===== src/rtl/mem_access_unit.sv =====
// Load/store unit between a pipeline and a word-wide data memory.
// Each request runs IDLE -> ACCESS -> DONE and can fault without touching memory.
module mem_access_unit #(
  parameter int unsigned MEM_BYTES = 4096
) (
  input  logic        clk,
  input  logic        reset,
  input  logic        req,
  output logic        ready,
  input  logic [3:0]  op,
  input  logic [31:0] addr,
  input  logic [31:0] wdata,
  output logic        done,
  output logic [31:0] rdata,
  output logic        exc,
  output logic [1:0]  exc_code,
  output logic [9:0]  mem_addr,
  output logic [31:0] mem_din,
  output logic        mem_we,
  output logic [3:0]  mem_wbyte_enable,
  input  logic [31:0] mem_dout
);

  typedef enum logic [1:0] {IDLE, ACCESS, DONE} state_e;

  localparam logic [31:0] MEM_LIMIT = 32'(MEM_BYTES);

  state_e      state_q, state_d;
  logic [3:0]  op_q, op_d;
  logic [31:0] addr_q, addr_d;
  logic [31:0] wdata_q, wdata_d;
  logic [31:0] rdata_q, rdata_d;

  logic        is_load, is_store, illegal, out_of_range, misaligned, fault;
  logic [1:0]  fault_code;
  logic [7:0]  ld_byte;
  logic [15:0] ld_half;
  logic [31:0] ld_value;
  logic [3:0]  st_en;
  logic [31:0] st_data;

  // Decode and fault classification work on the latched request only.
  always_comb begin
    // NOTE: every always_comb output gets a default first so no path infers a latch.
    is_load  = 1'b0;
    is_store = 1'b0;
    case (op_q)
      4'b0000, 4'b0001, 4'b0010, 4'b0100, 4'b0101: is_load  = 1'b1;
      4'b1000, 4'b1001, 4'b1010:                   is_store = 1'b1;
      default: ;
    endcase
    illegal      = !(is_load || is_store);
    out_of_range = (addr_q >= MEM_LIMIT);
    case (op_q[1:0])
      2'b01:   misaligned = addr_q[0];
      2'b10:   misaligned = (addr_q[1:0] != 2'b00);
      default: misaligned = 1'b0;
    endcase
    fault = illegal || out_of_range || misaligned;
    if (illegal)           fault_code = 2'b11;
    else if (out_of_range) fault_code = 2'b10;
    else if (misaligned)   fault_code = 2'b01;
    else                   fault_code = 2'b00;
  end

  // Lane k of the memory word holds byte offset k (little-endian).
  always_comb begin
    ld_byte = mem_dout[{addr_q[1:0], 3'b000} +: 8];
    ld_half = addr_q[1] ? mem_dout[31:16] : mem_dout[15:0];
    case (op_q[1:0])
      2'b00:   ld_value = op_q[2] ? {24'h0, ld_byte} : {{24{ld_byte[7]}}, ld_byte};
      2'b01:   ld_value = op_q[2] ? {16'h0, ld_half} : {{16{ld_half[15]}}, ld_half};
      default: ld_value = mem_dout;
    endcase
    case (op_q[1:0])
      2'b00: begin
        st_en   = 4'b0001 << addr_q[1:0];
        st_data = {4{wdata_q[7:0]}};
      end
      2'b01: begin
        st_en   = addr_q[1] ? 4'b1100 : 4'b0011;
        st_data = {2{wdata_q[15:0]}};
      end
      default: begin
        st_en   = 4'b1111;
        st_data = wdata_q;
      end
    endcase
  end

  always_comb begin
    state_d = state_q;
    op_d    = op_q;
    addr_d  = addr_q;
    wdata_d = wdata_q;
    rdata_d = rdata_q;
    case (state_q)
      IDLE: begin
        if (req) begin
          state_d = ACCESS;
          op_d    = op;
          addr_d  = addr;
          wdata_d = wdata;
        end
      end
      ACCESS: begin
        state_d = DONE;
        rdata_d = (is_load && !fault) ? ld_value : 32'h0;
      end
      DONE:    state_d = IDLE;
      default: state_d = IDLE;
    endcase
  end

  always_ff @(posedge clk) begin
    // NOTE: state registers use non-blocking assignments so all flops update together.
    if (reset) begin
      state_q <= IDLE;
      op_q    <= 4'h0;
      addr_q  <= 32'h0;
      wdata_q <= 32'h0;
      rdata_q <= 32'h0;
    end else begin
      state_q <= state_d;
      op_q    <= op_d;
      addr_q  <= addr_d;
      wdata_q <= wdata_d;
      rdata_q <= rdata_d;
    end
  end

  // Reset gates the strobes combinationally so an aborted access commits nothing.
  assign ready            = (state_q == IDLE);
  assign mem_we           = (state_q == ACCESS) && is_store && !fault && !reset;
  assign mem_wbyte_enable = mem_we ? st_en : 4'b0000;
  assign mem_din          = mem_we ? st_data : 32'h0;
  assign mem_addr         = (state_q == IDLE) ? 10'h0 : addr_q[11:2];
  assign done             = (state_q == DONE) && !reset;
  assign exc              = done && fault;
  assign exc_code         = done ? fault_code : 2'b00;
  assign rdata            = rdata_q;

endmodule


===== config.mk =====
export PLATFORM = sky130hd
export DESIGN_NAME = mem_access_unit
export DESIGN_NICKNAME = d
export VERILOG_FILES = /design/src/rtl/mem_access_unit.sv
export SDC_FILE = /design/constraint.sdc
export NUM_CORES = 1
export LEC_CHECK = 0
export ABC_AREA = 1
export BUFFER_PORTS_ARGS = -buffer_cell sky130_fd_sc_hd__buf_2
export CAP_MARGIN = 20
export CORE_MARGIN = 1.5
export CORE_UTILIZATION = 50
export DETAILED_ROUTE_END_ITERATION = 16
export PLACE_DENSITY = 0.81
export SYNTH_ARGS = -nofsm -noshare
export SYNTH_HDL_FRONTEND = slang
export SYNTH_SLANG_ARGS = --single-unit

===== constraint.sdc =====
create_clock -name clk -period 2 [get_ports clk]
set_input_delay 0 -clock clk [delete_from_list [all_inputs] [get_ports clk]]
set_output_delay 0 -clock clk [all_outputs]
set_load 0.005 [all_outputs]

==> results of run 1 <==
final timing paths:
kind | start | end | slack, ns | depth (start not counted)
max | op_q[1] | mem_din[11] | -0.23 | 13
min | mem_dout[11] | rdata[11] | 0.04 | 5
max reg2reg | op_q[0] | rdata[2] | 0.10 | 9
min reg2reg | addr_q[30] | addr_q[30] | 0.47 | 2
logic make-up (layout without fill, tap and decap cells):
kind of cell	Yosys count	count (layout)	synth area share [%]
buf+inv	104	358	8.01
simple gates	473	474	37.7
fa+ha+maj	3	3	0.744
compound gates	119	119	13.0
flops	102	102	40.5
through the flow:
stage	area, sq um	TNS, ns	setup WS (ns)
final	7360	-5.25	-0.228
after global routing	7360	-9.25	-0.333
after CTS	7170	-1.13	-0.0592
after detailed placement	6090	-2.08	-0.139
after global placement	6090	-0.692	-0.0497
after floorplan	5040	0	0.242
placed cells by master (no fill, tap or decap), drive strengths merged:
cell type and n:
inv 56, bufinv 1, nor2 178, dlygate4sd3 68
or2 16, a21oi 77, clkinvlp 2, a211oi 24
buf 217, o21ai 17, nand2 237, ha 3
clkinv 3, a31oi 1, nand3 40, nor3 3
dfxtp 102, clkbuf 11
area by class of cell:
class                      instances  share of cell area (%)
tap                              133                    2.26
timing repair buffer             286                    25.8
sequential                       102                    27.9
clock inverter                     6                   0.935
multi-input combinational        596                    38.3
inverter                          55                    3.01
timing repair inverter             1                   0.102
clock buffer                      10                    1.73
where the power goes:
part / internal, mW / leakage, nW / total, mW / switching [mW]
clock: 0.589 / 0.0973 / 1.35 / 0.765
sequential: 2.13 / 0.836 / 2.19 / 0.0558
combinational: 0.487 / 2.56 / 1.21 / 0.721
total: 3.21 / 3.49 / 4.75 / 1.54
what timing repair did:
action                                  4_1_cts  5_1_grt
gates resized for setup                      39       40
endpoints found under the hold margin        68        0
pin swaps                                     6       11
endpoints found under the setup margin       52       58
setup buffers                                 9        6
hold buffers                                 68        0
gates cloned                                  1        2
worst register-to-register path, stage by stage (launching register included):
cell and delay (ns):
dfxtp_4 0.38, inv_4 0.08, ha_4 0.14, buf_4 0.13, inv_1 0.14, o21ai_1 0.50
nand2_1 0.12, nand3_1 0.10, nand3_1 0.10, a21oi_1 0.15
routing by layer:
metal	vias up	share of wire [%]	GRT usage [%]
met5	-	0	0
met4	0	4.3	15.6
met3	75	8.5	6.32
met2	358	49	54.3
met1	2750	38	37.5
li1	3008	-	-
sequential cells by signal, indices dropped and copies added (netlist names):
signal and count:
rdata 32, op_q 4, addr_q 32, wdata_q 32
state_q 2
Yosys cell counts (all sizes together):
cell,instances,area share [%]
nand2,237,18
clkbuf,37,2.8
o21ai,17,1.7
dfxtp,102,40
inv,54,4.0
nand3,39,4.2
a21oi,77,7.6
nor3,3,0.52
nor2,178,13
a211oi,24,3.6
a31oi,1,0.12
buf,12,1.2
or2,16,2.0
clkinv,1,0.074
ha,3,0.74
==> results.yml, run 1 <==
final_layout:
  final-instance-count-excl-fill: 1189
  fin_util_pct: 75.3
  area_growth_pct: 46.0
  diodes: 0
  finish.net_count: 1157
  fillers: 762
  drive_gt1_share_pct: 29.0
  multi_input_area_sq_mm: 0.00282
  regArea_sq_mm: 0.00205
worst_setup_path:
  cp-start-kind: "register"
  cp_max_fo: 6
  crit_top_cell: "nand2_2"
  crit_family: "simple AND/OR/NAND/NOR gates"
  cpMaxStageDelayCell: "dfxtp_4"
  path_class: "register to output port"
  cp_cell_sequence: "buf_6, ha_4, nand2_2, nand2_2, nand2_2, nand2_2, inv_2, nor3_4, nand2_4, clkinvlp_4, nand2_2, nor2_2, buf_2"
  max_stage_delay_ns: 0.39
  critPathCaptureType: "output port"
  required_ns: 2.00
  cp_num_buf_inv: 4
  arrival_ns: 2.23
placement:
  dp_hpwl_microns: 10300
  port_buffers: 186
  globalplace.congestion: 0.906
  placedCellCount: 1090
global_route:
  grt_pass1_wl_microns: 26400
  grt_pass1_vias: 5634
  antenna_found_initial: 0
  grt_max_degree: 60
  grt_usage_pct: 31.6
  grt_overflow: 0
cts:
  htreeDepth: 3
  clock_path_buffers: 2
  clkTransAtPathRegs_ns: 0.11
  cts_buffers: 9
  clk_latency_ns: 0.38
  cts_root_buf: "clkbuf_8"
  cts_sinks: 102
  cts_tree: "done"
sta:
  finalCritPeriodShare_pct: 111
  slew-limit-headroom_pct: 58.8
  setup_ws_ns: -0.228
  finalHoldViolCount: 0
  clock_skew_ns: 0.0178
  fin_hold_ws_ns: 0.0360
  slew_viol_final: 0
  worst_pin_slew_ns: 0.619
  fmax_mhz: 449
  rsz0062_at_grt: "true"
  setup_viol: 37
  period_minus_slack_ns: 2.23
die:
  initial_core_util_pct: 51.6
  num_rows: 36
  core_sq_mm: 0.00977
  pin_count: 187
  dieWidth_microns: 103
  die_h_microns: 103
  dieArea_sq_mm: 0.0107
power:
  power_leakage_nw: 3.49
  ir_worst_vdd_mv: 0.386
  power_density_mw_per_mm2: 645
  power_mw: 4.75
synth:
  synth.avg_cell_area_sq_um: 6.30
  synth_cell_types: 24
  synth.yosys.warnings: 0
  ys_ff_latch: 102
  syn_area_sq_mm: 0.00504
  yosysSeqAreaShare_pct: 40.5
  synthCells: 801
  syn-num-nets: 907
route:
  vias: 6191
  drt_iter0_drc: 415
  final_antenna_net_count: 0
  first_pass_iters: 7
  drc_errors: 0
  viasPerCell: 5.21
  routed_wl_microns: 17600
  wl_per_cell_microns: 14.8
run_status:
  status: "finished with violations"
  violations: "negative setup slack"
hold_path:
  min_path_type: "primary input to register"
run:
  maxCapViolCount: 0
Power figures use the tool's default switching activity.
==> inputs of run 2 (changes only) <==
- clock period: 2 -> 2.8 ns (I/O delays scaled with it)
==> results.yml, run 2 (synthesis results as in run 1) <==
power:
  internal_power_mw: 2.18
  p_clk_share_pct: 27.7
  seqPwrFrac_pct: 48.8
  p_comb_share_pct: 23.5
  swShare_pct: 32.0
  power.switching_mw: 1.02
  ir_worst_vdd_mv: 0.259
  power_leakage_nw: 3.33
  power_density_mw_per_mm2: 462
cts:
  cts_buffers: 9
  htreeDepth: 3
  clkTransAtPathRegs_ns: 0.10
  cts_root_buf: "clkbuf_8"
  cts_sinks: 102
  cts_tree: "done"
  clock_path_buffers: 2
  clk_latency_ns: 0.37
worst_setup_path:
  path_class: "register to output port"
  crit_top_cell: "nor2_1"
  cpMaxStageDelayCell: "dfxtp_1"
  max_stage_delay_ns: 0.41
  arrival_ns: 2.63
  cp-start-kind: "register"
  cp_cell_sequence: "inv_1, ha_4, buf_4, a21oi_1, nor2_1, nor3_4, nand2_4, inv_2, nand2_1, nor2_1, buf_2"
  cp_max_fo: 21
  required_ns: 2.80
  critPathCaptureType: "output port"
final_layout:
  final-instance-count-excl-fill: 1167
  mostFrequentLayoutCells: "nand2_1 (235), buf_2 (185), nor2_1 (175)"
  finish.net_count: 1136
  fin_util_pct: 70.9
  diodes: 0
  area_growth_pct: 37.4
  drive_gt1_share_pct: 23.5
  final_common_cell: "nand2_1"
route:
  wl_met1_microns: 6390
  wl_met3_microns: 1320
  routed_wl_microns: 15700
  final_antenna_net_count: 0
  vias: 5934
  wl_met2_microns: 7540
  viasPerCell: 5.08
  drc_errors: 0
  wl_per_cell_microns: 13.5
  first_pass_iters: 5
  drt_iter0_drc: 295
  routed.top_layer: "met4"
placement:
  placedCellCount: 1084
  dp_hpwl_microns: 10200
  port_buffers: 186
  place_ws_ns: 0.419
  globalplace.congestion: 0.934
sta:
  fmax_mhz: 381
  period_minus_slack_ns: 2.63
  slew_viol_final: 0
  setup_viol: 0
  slew-limit-headroom_pct: 41.8
  setup_ws_ns: 0.173
  fin_hold_ws_ns: 0.0398
  finalCritPeriodShare_pct: 93.8
  clock_skew_ns: 0.0143
  worst_pin_slew_ns: 0.873
  finalHoldViolCount: 0
global_route:
  grt_max_degree: 94
  antenna_found_initial: 0
  grt_overflow: 0
  grt_pass1_wl_microns: 24600
  grt_usage_pct: 29.3
  grt_pass1_vias: 5293
die:
  pin_count: 187
  core_sq_mm: 0.00977
  die_h_microns: 103
  dieWidth_microns: 103
  dieArea_sq_mm: 0.0107
  num_rows: 36
  initial_core_util_pct: 51.6
run:
  maxCapViolCount: 0
hold_path:
  min_path_type: "primary input to register"
run_status:
  status: "complete, no violations"
## run 2: changes by cell type in the layout (fill, tap and decap cells not counted), moves of 3 or more
| cell | delta |
|---|---|
| nor2_1 | +19 |
| buf_4 | -14 |
| nand2_1 | +14 |
| nand2_2 | -10 |
| nor2_2 | -10 |
| nor2_4 | -9 |
| nand2_4 | -4 |
| dfxtp_1 | +3 |
| inv_1 | +3 |
| inv_6 | -3 |
## run 2: cell type report
| type | count | area (sq um) |
|---|---|---|
| fillers | 837 | 2850 |
| multi-input cells | 595 | 2620 |
| flip-flops and latches | 102 | 2040 |
| repair buffers | 267 | 1710 |
| inverters | 55 | 206 |
| well taps | 133 | 166 |
| clock buffers | 10 | 138 |
| clock inverters | 5 | 43.8 |
## run 2: worst paths after layout
| kind | to | cells after the start | slack, ns | startpoint |
|---|---|---|---|---|
| worst max-delay path | mem_din[10] | 11 | 0.17 | op_q[1] |
| worst min-delay path | rdata[10] | 5 | 0.04 | mem_dout[10] |
| worst max register to register | rdata[31] | 9 | 0.68 | op_q[1] |
| worst min register to register | addr_q[29] | 2 | 0.47 | addr_q[29] |
## run 2: through the flow
stage	total power, mW	instance area [sq um]	setup TNS, ns
finish	3.20	6930	0
global route	3.36	6930	-0.0154
CTS	3.17	6910	0
detailed placement	2.24	6050	0
global placement	2.24	6050	0
floorplan	2.03	5040	0
## run 2: what timing repair did
action	in CTS	in global routing
endpoints found under the hold margin	68	0
setup buffers	0	0
endpoints found under the setup margin	0	22
gates resized for setup	0	4
hold buffers	68	0
## run 2: power by group through the flow
stage	Sequential, mW	Combinational [mW]	Clock [mW]
2_1_floorplan	1.58	0.452	0
3_3_place_gp	1.59	0.650	0
3_5_place_dp	1.59	0.650	0
4_1_cts	1.56	0.726	0.889
5_1_grt	1.57	0.839	0.952
6_report	1.56	0.752	0.886
## run 2: worst max-delay path: cells and delay by family, from the launching register on
kind                     cells  cell delay [ns]
buffers and inverters        4             0.66
AO/OA/AOI/OAI                1             0.14
AND/OR/NAND/NOR              5             0.81
adder cells (fa/ha/maj)      1             0.22
flip-flops                   1             0.41
## run 2: routing by layer
metal | track usage [%] | vias up
met2 | 49.7 | 292
met4 | 12.7 | 0
li1 | - | 2966
met1 | 36.0 | 2628
met3 | 6.18 | 48
met5 | 0 | -
==> inputs of run 3 (changes only) <==
- HOLD_SLACK_MARGIN: not set -> 0.06
- REMOVE_ABC_BUFFERS: not set -> 1
==> results.yml, run 3 (synthesis results as in run 1) <==
run_status:
  status: "complete, no violations"
worst_setup_path:
  crit_family: "simple AND/OR/NAND/NOR gates"
  cp_cell_sequence: "inv_1, ha_1, buf_4, a21oi_1, nor2_1, nor3_4, nand2_4, inv_2, nand2_1, nor2_1, buf_2"
  required_ns: 2.80
  path_class: "register to output port"
  cp_num_buf_inv: 4
  crit_top_cell: "nor2_1"
  cp_max_fo: 22
  arrival_ns: 2.55
  max_stage_delay_ns: 0.39
  critPathCaptureType: "output port"
  cp-start-kind: "register"
  cpMaxStageDelayCell: "dfxtp_1"
sta:
  setup_ws_ns: 0.247
  slew_viol_final: 0
  rsz0062_at_grt: "false"
  period_minus_slack_ns: 2.55
  finalCritPeriodShare_pct: 91.2
  setup_viol: 0
  fin_tns_setup_ns: 0
  fmax_mhz: 392
  clock_skew_ns: 0.00979
  finalHoldViolCount: 0
  slew-limit-headroom_pct: 51.9
  worst_pin_slew_ns: 0.721
final_layout:
  final_common_cell: "nand2_1"
  drive_gt1_share_pct: 23.0
  diodes: 0
  finish.net_count: 1152
  area_growth_pct: 40.2
  final-instance-count-excl-fill: 1183
  mostFrequentLayoutCells: "nand2_1 (235), buf_2 (185), nor2_1 (175)"
route:
  final_antenna_net_count: 0
  viasPerCell: 5.16
  wl_per_cell_microns: 14.5
  vias: 6108
  first_pass_iters: 6
  drc_errors: 0
  routed_wl_microns: 17200
  drt_iter0_drc: 332
global_route:
  grt_pass1_vias: 5672
  grt_max_degree: 51
  grt_overflow: 0
  grt_pass1_wl_microns: 26500
  grt_usage_pct: 31.9
  antenna_found_initial: 0
die:
  core_sq_mm: 0.00977
  dieArea_sq_mm: 0.0107
  pin_count: 187
  num_rows: 36
  initial_core_util_pct: 51.6
  dieWidth_microns: 103
  die_h_microns: 103
cts:
  clk_latency_ns: 0.36
  cts_root_buf: "clkbuf_8"
  cts_sinks: 102
  cts_tree: "done"
  cts_buffers: 9
  clock_path_buffers: 2
  clkTransAtPathRegs_ns: 0.10
  htreeDepth: 3
power:
  ir_worst_vdd_mv: 0.299
  power_leakage_nw: 3.41
  power_density_mw_per_mm2: 456
placement:
  placedCellCount: 1085
  dp_hpwl_microns: 10400
  place_ws_ns: 0.505
  globalplace.congestion: 0.908
  port_buffers: 186
hold_path:
  min_path_type: "primary input to register"
run:
  maxCapViolCount: 0
## run 3: changes by cell type in the layout (fill, tap and decap cells not counted), sizes merged
| cell | before | now |
|---|---|---|
| inv | 56 | 58 |
| clkinv | 2 | 3 |
| buf | 199 | 200 |
| dlygate4sd3 | 68 | 83 |
| clkbuf | 10 | 9 |
| clkinvlp | 2 | 0 |
## run 3: worst paths after layout
path	end	cells past startpoint	startpoint	slack, ns
max	mem_din[15]	11	op_q[1]	0.25
min	rdata[15]	5	mem_dout[15]	0.07
max reg2reg	rdata[28]	10	op_q[1]	0.46
min reg2reg	rdata[10]	2	rdata[10]	0.47
## run 3: power breakdown
part | internal, mW | total [mW] | leakage, nW | switching [mW]
clock | 0.338 | 0.884 | 0.0939 | 0.546
combinational | 0.311 | 0.776 | 2.48 | 0.465
sequential | 1.52 | 1.57 | 0.835 | 0.0430
total | 2.17 | 3.23 | 3.41 | 1.05
## run 3: through the flow
stage	hold WS (ns)	area [sq um]	power [mW]	utilization, %
final	0.0684	7070	3.23	72.3
after global routing	0.0826	7070	3.40	72.3
after CTS	0.0605	7060	3.21	72.3
after detailed placement	0.254	6050	2.25	61.9
after global placement	0.249	6050	2.24	61.9
after floorplan	0.0415	4840	2.00	-
## run 3: tightest hold or removal path: cells and delay by family
kind / cells / cell delay (ns)
buffers and inverters: 1 / 0.12
AOI/OAI and AO/OA: 1 / 0.06
and+or+nand+nor: 3 / 0.21
## run 3: what timing repair did
item	CTS	global route
endpoints found under the hold margin	95	0
buffers inserted	0	0
hold buffers	83	0
gates resized for setup	0	1
setup endpoints to repair	0	15
## run 3: layer usage
| layer | global-route usage [%] | vias up | routed length (microns) | part of all wire [%] |
|---|---|---|---|---|
| met3 | 6.79 | 67 | 1650 | 9.6 |
| li1 | - | 2995 | - | - |
| met2 | 54.2 | 360 | 8140 | 47 |
| met5 | 0 | - | 0 | 0 |
| met1 | 38.4 | 2686 | 6760 | 39 |
| met4 | 15.4 | 0 | 641 | 3.7 |
## run 3: cell type report
type,count,area (sq um)
fillers,786,2710
multi-input cells,595,2610
flip-flops and latches,102,2040
repair buffers,283,1870
inverters,55,206
well taps,133,166
clock buffers,9,124
clock inverters,6,53.8
